===== config.mk =====
export PLATFORM = sky130hd
export DESIGN_NAME = inert_spi_resp
export DESIGN_NICKNAME = d
export VERILOG_FILES = /design/src/rtl/inert_spi_resp.sv
export SDC_FILE = /design/constraint.sdc
export NUM_CORES = 1
export LEC_CHECK = 0
export CORE_MARGIN = 5
export CORE_UTILIZATION = 30
export CTS_CLUSTER_SIZE = 8
export DETAILED_ROUTE_END_ITERATION = 8
export PLACE_DENSITY = 0.5
export SLEW_MARGIN = 20
export SYNTH_ARGS = -nofsm -noshare
export SYNTH_HDL_FRONTEND = slang
export SYNTH_SLANG_ARGS = --single-unit

===== constraint.sdc =====
create_clock -name clk -period 11.25 [get_ports clk]
set_input_delay 2.25 -clock clk [delete_from_list [all_inputs] [get_ports clk]]
set_output_delay 2.25 -clock clk [all_outputs]
set_load 0.05 [all_outputs]

===== src/rtl/inert_spi_resp.sv =====
// SPI register-slave front end for an inertial sensor.
// Decodes 16-bit SPI frames (MSB first, bit15 = read, bits14:8 = address,
// bits7:0 = write data), serves a small register map and latches rate samples.
// Ports: clk/rst (async active-high), SS_n/SCLK/MOSI (asynchronous SPI in),
// MISO (SPI out), INT (data-ready), smpl_stb + ptch_rt/roll_rt/yaw_rt (rate
// samples), int_en (INT1_CTRL[1]).
module inert_spi_resp #(
  parameter logic [7:0]  WHO_AM_I = 8'h6A,
  parameter int unsigned SYNC_STG = 2
) (
  input  logic        clk,
  input  logic        rst,
  input  logic        SS_n,
  input  logic        SCLK,
  input  logic        MOSI,
  output logic        MISO,
  output logic        INT,
  input  logic        smpl_stb,
  input  logic [15:0] ptch_rt,
  input  logic [15:0] roll_rt,
  input  logic [15:0] yaw_rt,
  output logic        int_en
);

  localparam logic [6:0] A_INT1_CTRL = 7'h0D;
  localparam logic [6:0] A_WHO_AM_I  = 7'h0F;
  localparam logic [6:0] A_CTRL1_XL  = 7'h10;
  localparam logic [6:0] A_CTRL2_G   = 7'h11;
  localparam logic [6:0] A_PTCH_L    = 7'h22;
  localparam logic [6:0] A_PTCH_H    = 7'h23;
  localparam logic [6:0] A_ROLL_L    = 7'h24;
  localparam logic [6:0] A_ROLL_H    = 7'h25;
  localparam logic [6:0] A_YAW_L     = 7'h26;
  localparam logic [6:0] A_YAW_H     = 7'h27;
  localparam logic [3:0] RD_LOAD     = 4'd7;   // count before the 8th rise
  localparam logic [3:0] SHIFT_FROM  = 4'd9;   // first fall that shifts TX
  localparam logic [3:0] LAST_BIT    = 4'd15;

  typedef enum logic [1:0] {ST_IDLE, ST_XFER, ST_HOLD} state_t;

  state_t state_q, state_d;
  logic [SYNC_STG-1:0] ss_sync_q, ss_sync_d, sclk_sync_q, sclk_sync_d, mosi_sync_q, mosi_sync_d;
  logic        sclk_prev_q, sclk_prev_d;
  logic [3:0]  cnt_q, cnt_d;
  logic [15:0] rx_q, rx_d;
  logic [7:0]  tx_q, tx_d;
  logic        miso_q, miso_d, int_q, int_d, pend_q, pend_d;
  logic [7:0]  int1_ctrl_q, int1_ctrl_d, ctrl1_q, ctrl1_d, ctrl2_q, ctrl2_d;
  logic [15:0] ptch_q, ptch_d, roll_q, roll_d, yaw_q, yaw_d;
  logic [15:0] pptch_q, pptch_d, proll_q, proll_d, pyaw_q, pyaw_d;

  logic       ss_s, sclk_s, mosi_s, sclk_rise, sclk_fall;
  logic       to_idle, commit, cap, int_clr;
  logic [6:0] rd_addr;
  logic [7:0] rd_data;

  assign ss_s      = ss_sync_q[SYNC_STG-1];
  assign sclk_s    = sclk_sync_q[SYNC_STG-1];
  assign mosi_s    = mosi_sync_q[SYNC_STG-1];
  assign sclk_rise = sclk_s & ~sclk_prev_q;
  assign sclk_fall = ~sclk_s & sclk_prev_q;

  assign MISO   = miso_q;
  assign INT    = int_q;
  assign int_en = int1_ctrl_q[1];

  // Synchronizer shift chains and SCLK edge history.
  always_comb begin
    ss_sync_d   = {ss_sync_q[SYNC_STG-2:0], SS_n};
    sclk_sync_d = {sclk_sync_q[SYNC_STG-2:0], SCLK};
    mosi_sync_d = {mosi_sync_q[SYNC_STG-2:0], MOSI};
    sclk_prev_d = sclk_s;
  end

  // Read mux; the address is complete once the 8th bit is on mosi_s.
  always_comb begin
    rd_addr = {rx_q[5:0], mosi_s};
    rd_data = 8'h00;
    case (rd_addr)
      A_INT1_CTRL: rd_data = int1_ctrl_q;
      A_WHO_AM_I:  rd_data = WHO_AM_I;
      A_CTRL1_XL:  rd_data = ctrl1_q;
      A_CTRL2_G:   rd_data = ctrl2_q;
      A_PTCH_L:    rd_data = ptch_q[7:0];
      A_PTCH_H:    rd_data = ptch_q[15:8];
      A_ROLL_L:    rd_data = roll_q[7:0];
      A_ROLL_H:    rd_data = roll_q[15:8];
      A_YAW_L:     rd_data = yaw_q[7:0];
      A_YAW_H:     rd_data = yaw_q[15:8];
      default:     rd_data = 8'h00;
    endcase
  end

  // Frame FSM, register commit, sample capture and INT.
  always_comb begin
    state_d     = state_q;
    cnt_d       = cnt_q;
    rx_d        = rx_q;
    tx_d        = tx_q;
    int1_ctrl_d = int1_ctrl_q;
    ctrl1_d     = ctrl1_q;
    ctrl2_d     = ctrl2_q;
    ptch_d      = ptch_q;
    roll_d      = roll_q;
    yaw_d       = yaw_q;
    pend_d      = pend_q;
    pptch_d     = pptch_q;
    proll_d     = proll_q;
    pyaw_d      = pyaw_q;
    to_idle     = 1'b0;
    commit      = 1'b0;
    cap         = 1'b0;
    int_clr     = 1'b0;

    case (state_q)
      ST_IDLE: begin
        tx_d  = 8'h00;
        cnt_d = 4'd0;
        if (!ss_s) state_d = ST_XFER;
      end
      ST_XFER: begin
        if (ss_s) begin
          state_d = ST_IDLE;
          to_idle = 1'b1;
        end else if (sclk_rise) begin
          rx_d = {rx_q[14:0], mosi_s};
          if (cnt_q == RD_LOAD) tx_d = rd_data;
          if (cnt_q == LAST_BIT) state_d = ST_HOLD;
          else                   cnt_d = cnt_q + 4'd1;
        end else if (sclk_fall && cnt_q >= SHIFT_FROM) begin
          tx_d = {tx_q[6:0], 1'b0};
        end
      end
      ST_HOLD: begin
        if (ss_s) begin
          state_d = ST_IDLE;
          to_idle = 1'b1;
          commit  = 1'b1;
        end
      end
      default: state_d = ST_IDLE;
    endcase

    if (to_idle) begin
      tx_d  = 8'h00;
      cnt_d = 4'd0;
    end

    if (commit) begin
      if (!rx_q[15]) begin
        case (rx_q[14:8])
          A_INT1_CTRL: begin
            int1_ctrl_d = rx_q[7:0];
            int_clr     = ~rx_q[1];
          end
          A_CTRL1_XL: ctrl1_d = rx_q[7:0];
          A_CTRL2_G:  ctrl2_d = rx_q[7:0];
          default: ;
        endcase
      end else if (rx_q[14:8] == A_YAW_H) begin
        int_clr = 1'b1;
      end
    end

    // Mid-frame strobes are parked; latest one wins.
    if (smpl_stb && state_q != ST_IDLE && !to_idle) begin
      pend_d  = 1'b1;
      pptch_d = ptch_rt;
      proll_d = roll_rt;
      pyaw_d  = yaw_rt;
    end

    if (smpl_stb && (state_q == ST_IDLE || to_idle)) begin
      cap    = 1'b1;
      ptch_d = ptch_rt;
      roll_d = roll_rt;
      yaw_d  = yaw_rt;
      pend_d = 1'b0;
    end else if (to_idle && pend_q) begin
      cap    = 1'b1;
      ptch_d = pptch_q;
      roll_d = proll_q;
      yaw_d  = pyaw_q;
      pend_d = 1'b0;
    end

    // Set beats clear when both land on the same cycle.
    int_d = int_q;
    if (int_clr) int_d = 1'b0;
    if (cap && int1_ctrl_q[1]) int_d = 1'b1;

    miso_d = (state_d != ST_IDLE) ? tx_d[7] : 1'b0;
  end

  always_ff @(posedge clk or posedge rst) begin
    if (rst) begin
      ss_sync_q   <= '1;
      sclk_sync_q <= '1;
      mosi_sync_q <= '0;
      sclk_prev_q <= 1'b1;
      state_q     <= ST_IDLE;
      cnt_q       <= 4'd0;
      rx_q        <= 16'h0000;
      tx_q        <= 8'h00;
      miso_q      <= 1'b0;
      int_q       <= 1'b0;
      pend_q      <= 1'b0;
      int1_ctrl_q <= 8'h00;
      ctrl1_q     <= 8'h00;
      ctrl2_q     <= 8'h00;
      ptch_q      <= 16'h0000;
      roll_q      <= 16'h0000;
      yaw_q       <= 16'h0000;
      pptch_q     <= 16'h0000;
      proll_q     <= 16'h0000;
      pyaw_q      <= 16'h0000;
    end else begin
      ss_sync_q   <= ss_sync_d;
      sclk_sync_q <= sclk_sync_d;
      mosi_sync_q <= mosi_sync_d;
      sclk_prev_q <= sclk_prev_d;
      state_q     <= state_d;
      cnt_q       <= cnt_d;
      rx_q        <= rx_d;
      tx_q        <= tx_d;
      miso_q      <= miso_d;
      int_q       <= int_d;
      pend_q      <= pend_d;
      int1_ctrl_q <= int1_ctrl_d;
      ctrl1_q     <= ctrl1_d;
      ctrl2_q     <= ctrl2_d;
      ptch_q      <= ptch_d;
      roll_q      <= roll_d;
      yaw_q       <= yaw_d;
      pptch_q     <= pptch_d;
      proll_q     <= proll_d;
      pyaw_q      <= pyaw_d;
    end
  end

endmodule


# After elaboration in Yosys (flattened, before gate mapping)
# Cells that the tools add are included.
[totals]
reg_bits = 160
in_bits = 54
out_inout_bits = 3
wordCells = 114
[op_classes]
add_sub_neg = 1
n_lt_le_gt_ge = 1
eq_ne = 23
n_mux = 39
bitwise = 7
n_reduce_logical = 22
[op_table]
columns = ["cell", "n"]
rows = [
  ["two-way mux 16 bit", 6],
  ["case mux 8 bit (10 select lines)", 1],
  ["== test 7 x 6 -> 1 bit, second input constant", 7],
  ["two-way mux 8 bit", 5],
  ["== test 7 x 5 -> 1 bit, second input constant", 4],
  ["== test 7 x 4 -> 1 bit, second input constant", 3],
  ["two-way mux 4 bit", 4],
  ["case mux 8 bit (2 select lines)", 1],
  ["two-way mux 1 bit", 15],
  ["AND reduction 3 bit", 4],
  ["two-way mux 2 bit", 5],
  ["inequality test 3 bit, second input constant", 3],
  ["inequality test 4 bit, second input constant", 2],
  ["case mux 4 bit (2 select lines)", 1],
  ["AND reduction 4 bit", 2],
  ["nonzero test 2 bit", 4],
  ["logical AND 1 bit", 6],
  ["case mux 2 bit (3 select lines)", 1],
  ["nonzero test 3 bit", 2],
  ["inverter 1 bit", 5],
  ["adder 4 x 1 -> 4 bit, second input constant", 1],
  ["== test 4 x 3 -> 1 bit, second input constant", 1],
  ["== test 4 bit, second input constant", 1],
  [">= comparator 4 bit, second input constant", 1],
  ["other kinds (7)", 8],
]

# Longest topological paths before layout
[logic_depth]
ltp_word = 9
mapped_depth = 9

# Least setup slack after synthesis
# No wires, ideal clock.
[synth_path]
path_kind = "input port to flip-flop"
start = "input port smpl_stb"
end = "register ptch_q[15]"
setup_time_ns = 0.083
t_arrival_ns = 3.124
t_required_ns = 11.167
slack_ns = 8.043
path_stages = 6
n_path_buf = 3
path_cell_list = "nor2b_1 -> clkbuf_1 -> buf_2 -> clkbuf_1 -> nand2_1 -> o21ai_0"
[synth_between]
elab_chain_len = 2
word_cells_on_any_way = 3
cone_classes = "mux: 1; reduce/logical: 2"
[synth_lines]
columns = ["item", "line_no", "rtl"]
rows = [
  ["from (decl)", "18", "input logic smpl_stb,"],
  ["logical AND 1 bit *", "173", "if (smpl_stb && (state_q == ST_IDLE || to_idle)) begin"],
  ["two-way mux 16 bit / nonzero test 2 bit (equally long branches)", "--", ""],
  ["to (signal assigned)", "232", "ptch_q <= ptch_d;"],
  ["to (decl)", "49", "logic [15:0] ptch_q, ptch_d, roll_q, roll_d, yaw_q, yaw_d;"],
]
# Mark *: on every way between the ends. The rest lies on a longest branch, timed or not.
# A chain may end at the register's enable or synchronous reset.

# Worst setup path after layout
[layout_path]
start = "register int1_ctrl_q[1]"
end = "output port int_en"
[layout_lines]
columns = ["item", "line_no", "rtl"]
rows = [
  ["from (decl)", "48", "logic [7:0] int1_ctrl_q, int1_ctrl_d, ctrl1_q, ctrl1_d, ctrl2_q, ctrl2_d;"],
  ["from (signal assigned)", "229", "int1_ctrl_q <= int1_ctrl_d;"],
  ["to (decl)", "22", "output logic int_en"],
]
# No word-level cell between the ends.

==> results.txt <==
clock skew - 0.01108 ns
Post-CTS Resized - 0
Achievable Freq - 254.3 MHz
post-synthesis cell area - 7521 um^2
final hold vios - 0
critical path's slowest cell - clkdlybuf4s50_1
Synth async-reset ratio - 1.000
Hold Crit Start - ss_sync_q[0]$_DFF_PP1_
# rows - 58
setup slack, reg-to-reg - 8.91 ns
Die Y - 168.3 um
critical path type - flop to output port
Slew headroom - 0.3219
Leak - 4.002 nW
Horiz. Die Dim - 168.3 um
Setup crit start - int1_ctrl_q[1]$_DFFE_PP0P_
DRT antenna net count - 0
net count after synthesis - 694
initial drt markers - 296
Initial DRT Pass Iterations - 5
setup violators final - 0
routability congestion estimate from global placement - 0.8003
vias in the first global route - 5225
non-filler cells, final - 1020
Mapped Avg Cell Area - 11.88 um^2
crit-path leading delay family - buffers and inverters
r2r startpoint - state_q[0]$_DFF_PP0_
CP Max Fanout - 4
ratio of cells with drive above 1 in the final layout - 0.2145
commonest non-fill, non-tap cell in the layout - dfrtp_1
most frequent cells in the layout - dfrtp_1 (155), mux2_2 (92), nand2_1 (63)
crit-path cells - clkdlybuf4s50_1
CTS max path bufs - 2
Global Route Usage Sum - 0.1281
Yosys reg bits - 160
# DRC - 0
Clk network pwr share - 0.283
DRT Wirelength - 17.73 mm
pin slew with the least headroom to its limit - 1.017 ns
RSZ-0062 raised after global routing - no
starting density of the core - 0.3013
Min-Delay Path Depth - 0
number of flops mapped to enable cells by yosys - 0
clock-pin slew on the worst setup and hold paths - 0.06 ns
class of the worst hold path - flop to flop
Comb pwr share - 0.283
FF-to-FF End - roll_q[7]$_DFFE_PP0N_
PortBufs - 56
Crit path largest cell delay - 0.84 ns
Area Growth Syn to Fin - 19.48%
DR WL/cell - 17.38 um
antenna fix cells - 0
register share of total power - 0.434
setup TNS - 0 ns
area leader, netlist - dfrtp_1
Switching Fraction - 0.3204
CTS tree - done
antenna violations before repair - 0
worst path required time - 9.00 ns
first-pass GRT wire length - 28.84 mm
post-DP HPWL - 11.64 mm
Final nets - 738
Cell variety after synth - 62
IO Count - 57
Tmin final - 3.933 ns
H-tree depth - 4
Sink Count - 160
Hold EP - ss_sync_q[1]$_DFF_PP1_
Worst Setup End Kind - output port
max_cap viols - 0
vias per cell - 4.871
P_int - 1.393 mW
Clk Latency, worst-skew pair - 0.43 ns
Synth area leaders - dfrtp_1 (52%), mux2_2 (14%), mux2i_1 (7.7%), o21ai_0 (4.0%), nand2_1 (3.2%)
gr ovfl total - 0
Yosys top cell area share - 0.5157
core box area - 24960 um^2
Ys Warns - 0
Setup Fix Bufs, Post-CTS - 0
Die ar. - 28340 um^2
Slew Limit Fails - 0
Post-Syn Instances - 633
vias - 4968
cts bufs inserted - 17
Max rail drop VDD - 0.00009732 V
Post-synth top flop - dfrtp_1
worst-case reg-to-reg path depth - 5
Inst Count DP - 987
# hold bufs at CTS - 0
CP bufs+invs - 1
outcome - finished, final reports clean
data arrival time of the critical path - 1.68 ns
Root Driver - clkbuf_16
crit share post-route - 0.3496
post-synthesis sequential area ratio - 0.5332
P_sw - 0.6567 mW
CP Launch Type - flop
largest net degree at the start of global routing - 98
pwr dens - 228.1 nW/um^2
-- power by group through the flow --
stage | clock network (mW) | logic, mW | registers (mW)
2_1_floorplan | 0 | 0.455 | 0.851
3_3_place_gp | 0 | 0.573 | 0.892
3_5_place_dp | 0 | 0.589 | 0.902
4_1_cts | 0.595 | 0.592 | 0.892
5_1_grt | 0.618 | 0.644 | 0.916
6_report | 0.579 | 0.581 | 0.890
-- cells by family (layout without fill, tap and decap cells) --
| group | after synthesis | count (layout) | synth area share |
|---|---|---|---|
| buffers and inverters | 47 | 104 | 0.02978 |
| and+or+nand+nor | 150 | 150 | 0.1110 |
| AOI/OAI and AO/OA | 116 | 116 | 0.09416 |
| xor gates and xnor gates | 2 | 2 | 0.002329 |
| adders and majority gates | 7 | 7 | 0.01164 |
| DFF | 160 | 160 | 0.5332 |
| muxes | 151 | 151 | 0.2179 |
-- sequential cells by signal (all words and copies together), names as in the netlist, 2 cells and up --
register,flops
pptch_q,16
proll_q,16
ptch_q,16
pyaw_q,16
roll_q,16
rx_q,16
yaw_q,16
ctrl1_q,8
ctrl2_q,8
int1_ctrl_q,8
tx_q,8
cnt_q,4
mosi_sync_q,2
sclk_sync_q,2
ss_sync_q,2
state_q,2
-- final cells by class --
cell class / count / area [um^2]
clock buffer: 23 / 447.9
clock inverter: 9 / 135.1
fill: 2465 / 15980
inverter: 9 / 38.79
multi-input combinational: 426 / 3324
sequential: 160 / 4010
tap: 330 / 412.9
timing repair buffer: 63 / 616.8
-- worst max path at each step --
stage                                         end  slack, ns  cells past startpoint
after floorplan                   INT$_DFFE_PP0P_       4.69                      1
after global placement     proll_q[0]$_DFFE_PP0P_       6.96                      3
after detailed placement  proll_q[10]$_DFFE_PP0P_       6.89                      3
after CTS                                  int_en       7.27                      1
after global routing       ctrl1_q[7]$_DFFE_PP0P_       7.08                      3
final                                      int_en       7.32                      1
-- per-layer routing --
| layer | track usage | share of wire | up-vias |
|---|---|---|---|
| met5 | 0 | 0 | - |
| met4 | 0.04834 | 0.025 | 0 |
| met3 | 0.02958 | 0.036 | 27 |
| met2 | 0.2074 | 0.48 | 99 |
| met1 | 0.1677 | 0.46 | 2468 |
| li1 | - | - | 2374 |
-- Yosys cell counts, types with 4 or more instances --
cell and count:
dfrtp_1 155, mux2_2 92, nand2_1 64, o21ai_0 60, mux2i_1 58, buf_2 20
nor2_1 13, clkbuf_1 12, a21oi_1 10, a22oi_1 9, inv_1 9, nor3_1 9
nand2b_1 8, nand3_1 8, ha_1 7, nor2b_1 7, o21ai_1 7, and3_1 6
dfstp_2 5, nor3b_1 5, a221oi_1 4, buf_4 4
-- metrics by stage --
| stage | area, um^2 | util | hold slack [ns] | worst slack [ns] | power, mW |
|---|---|---|---|---|---|
| global route | 8986 | 0.3600 | 0.3611 | 7.085 | 2.179 |
| detailed placement | 8392 | 0.3362 | 0.3468 | 6.895 | 1.491 |
| global placement | 8392 | 0.3362 | 0.3370 | 6.961 | 1.465 |
| CTS | 8975 | 0.3595 | 0.3555 | 7.274 | 2.079 |
| finish | 8986 | 0.3600 | 0.3547 | 7.317 | 2.050 |
| floorplan | 7521 | - | 0.3312 | 4.688 | 1.306 |
Power figures use the tool's default switching activity.
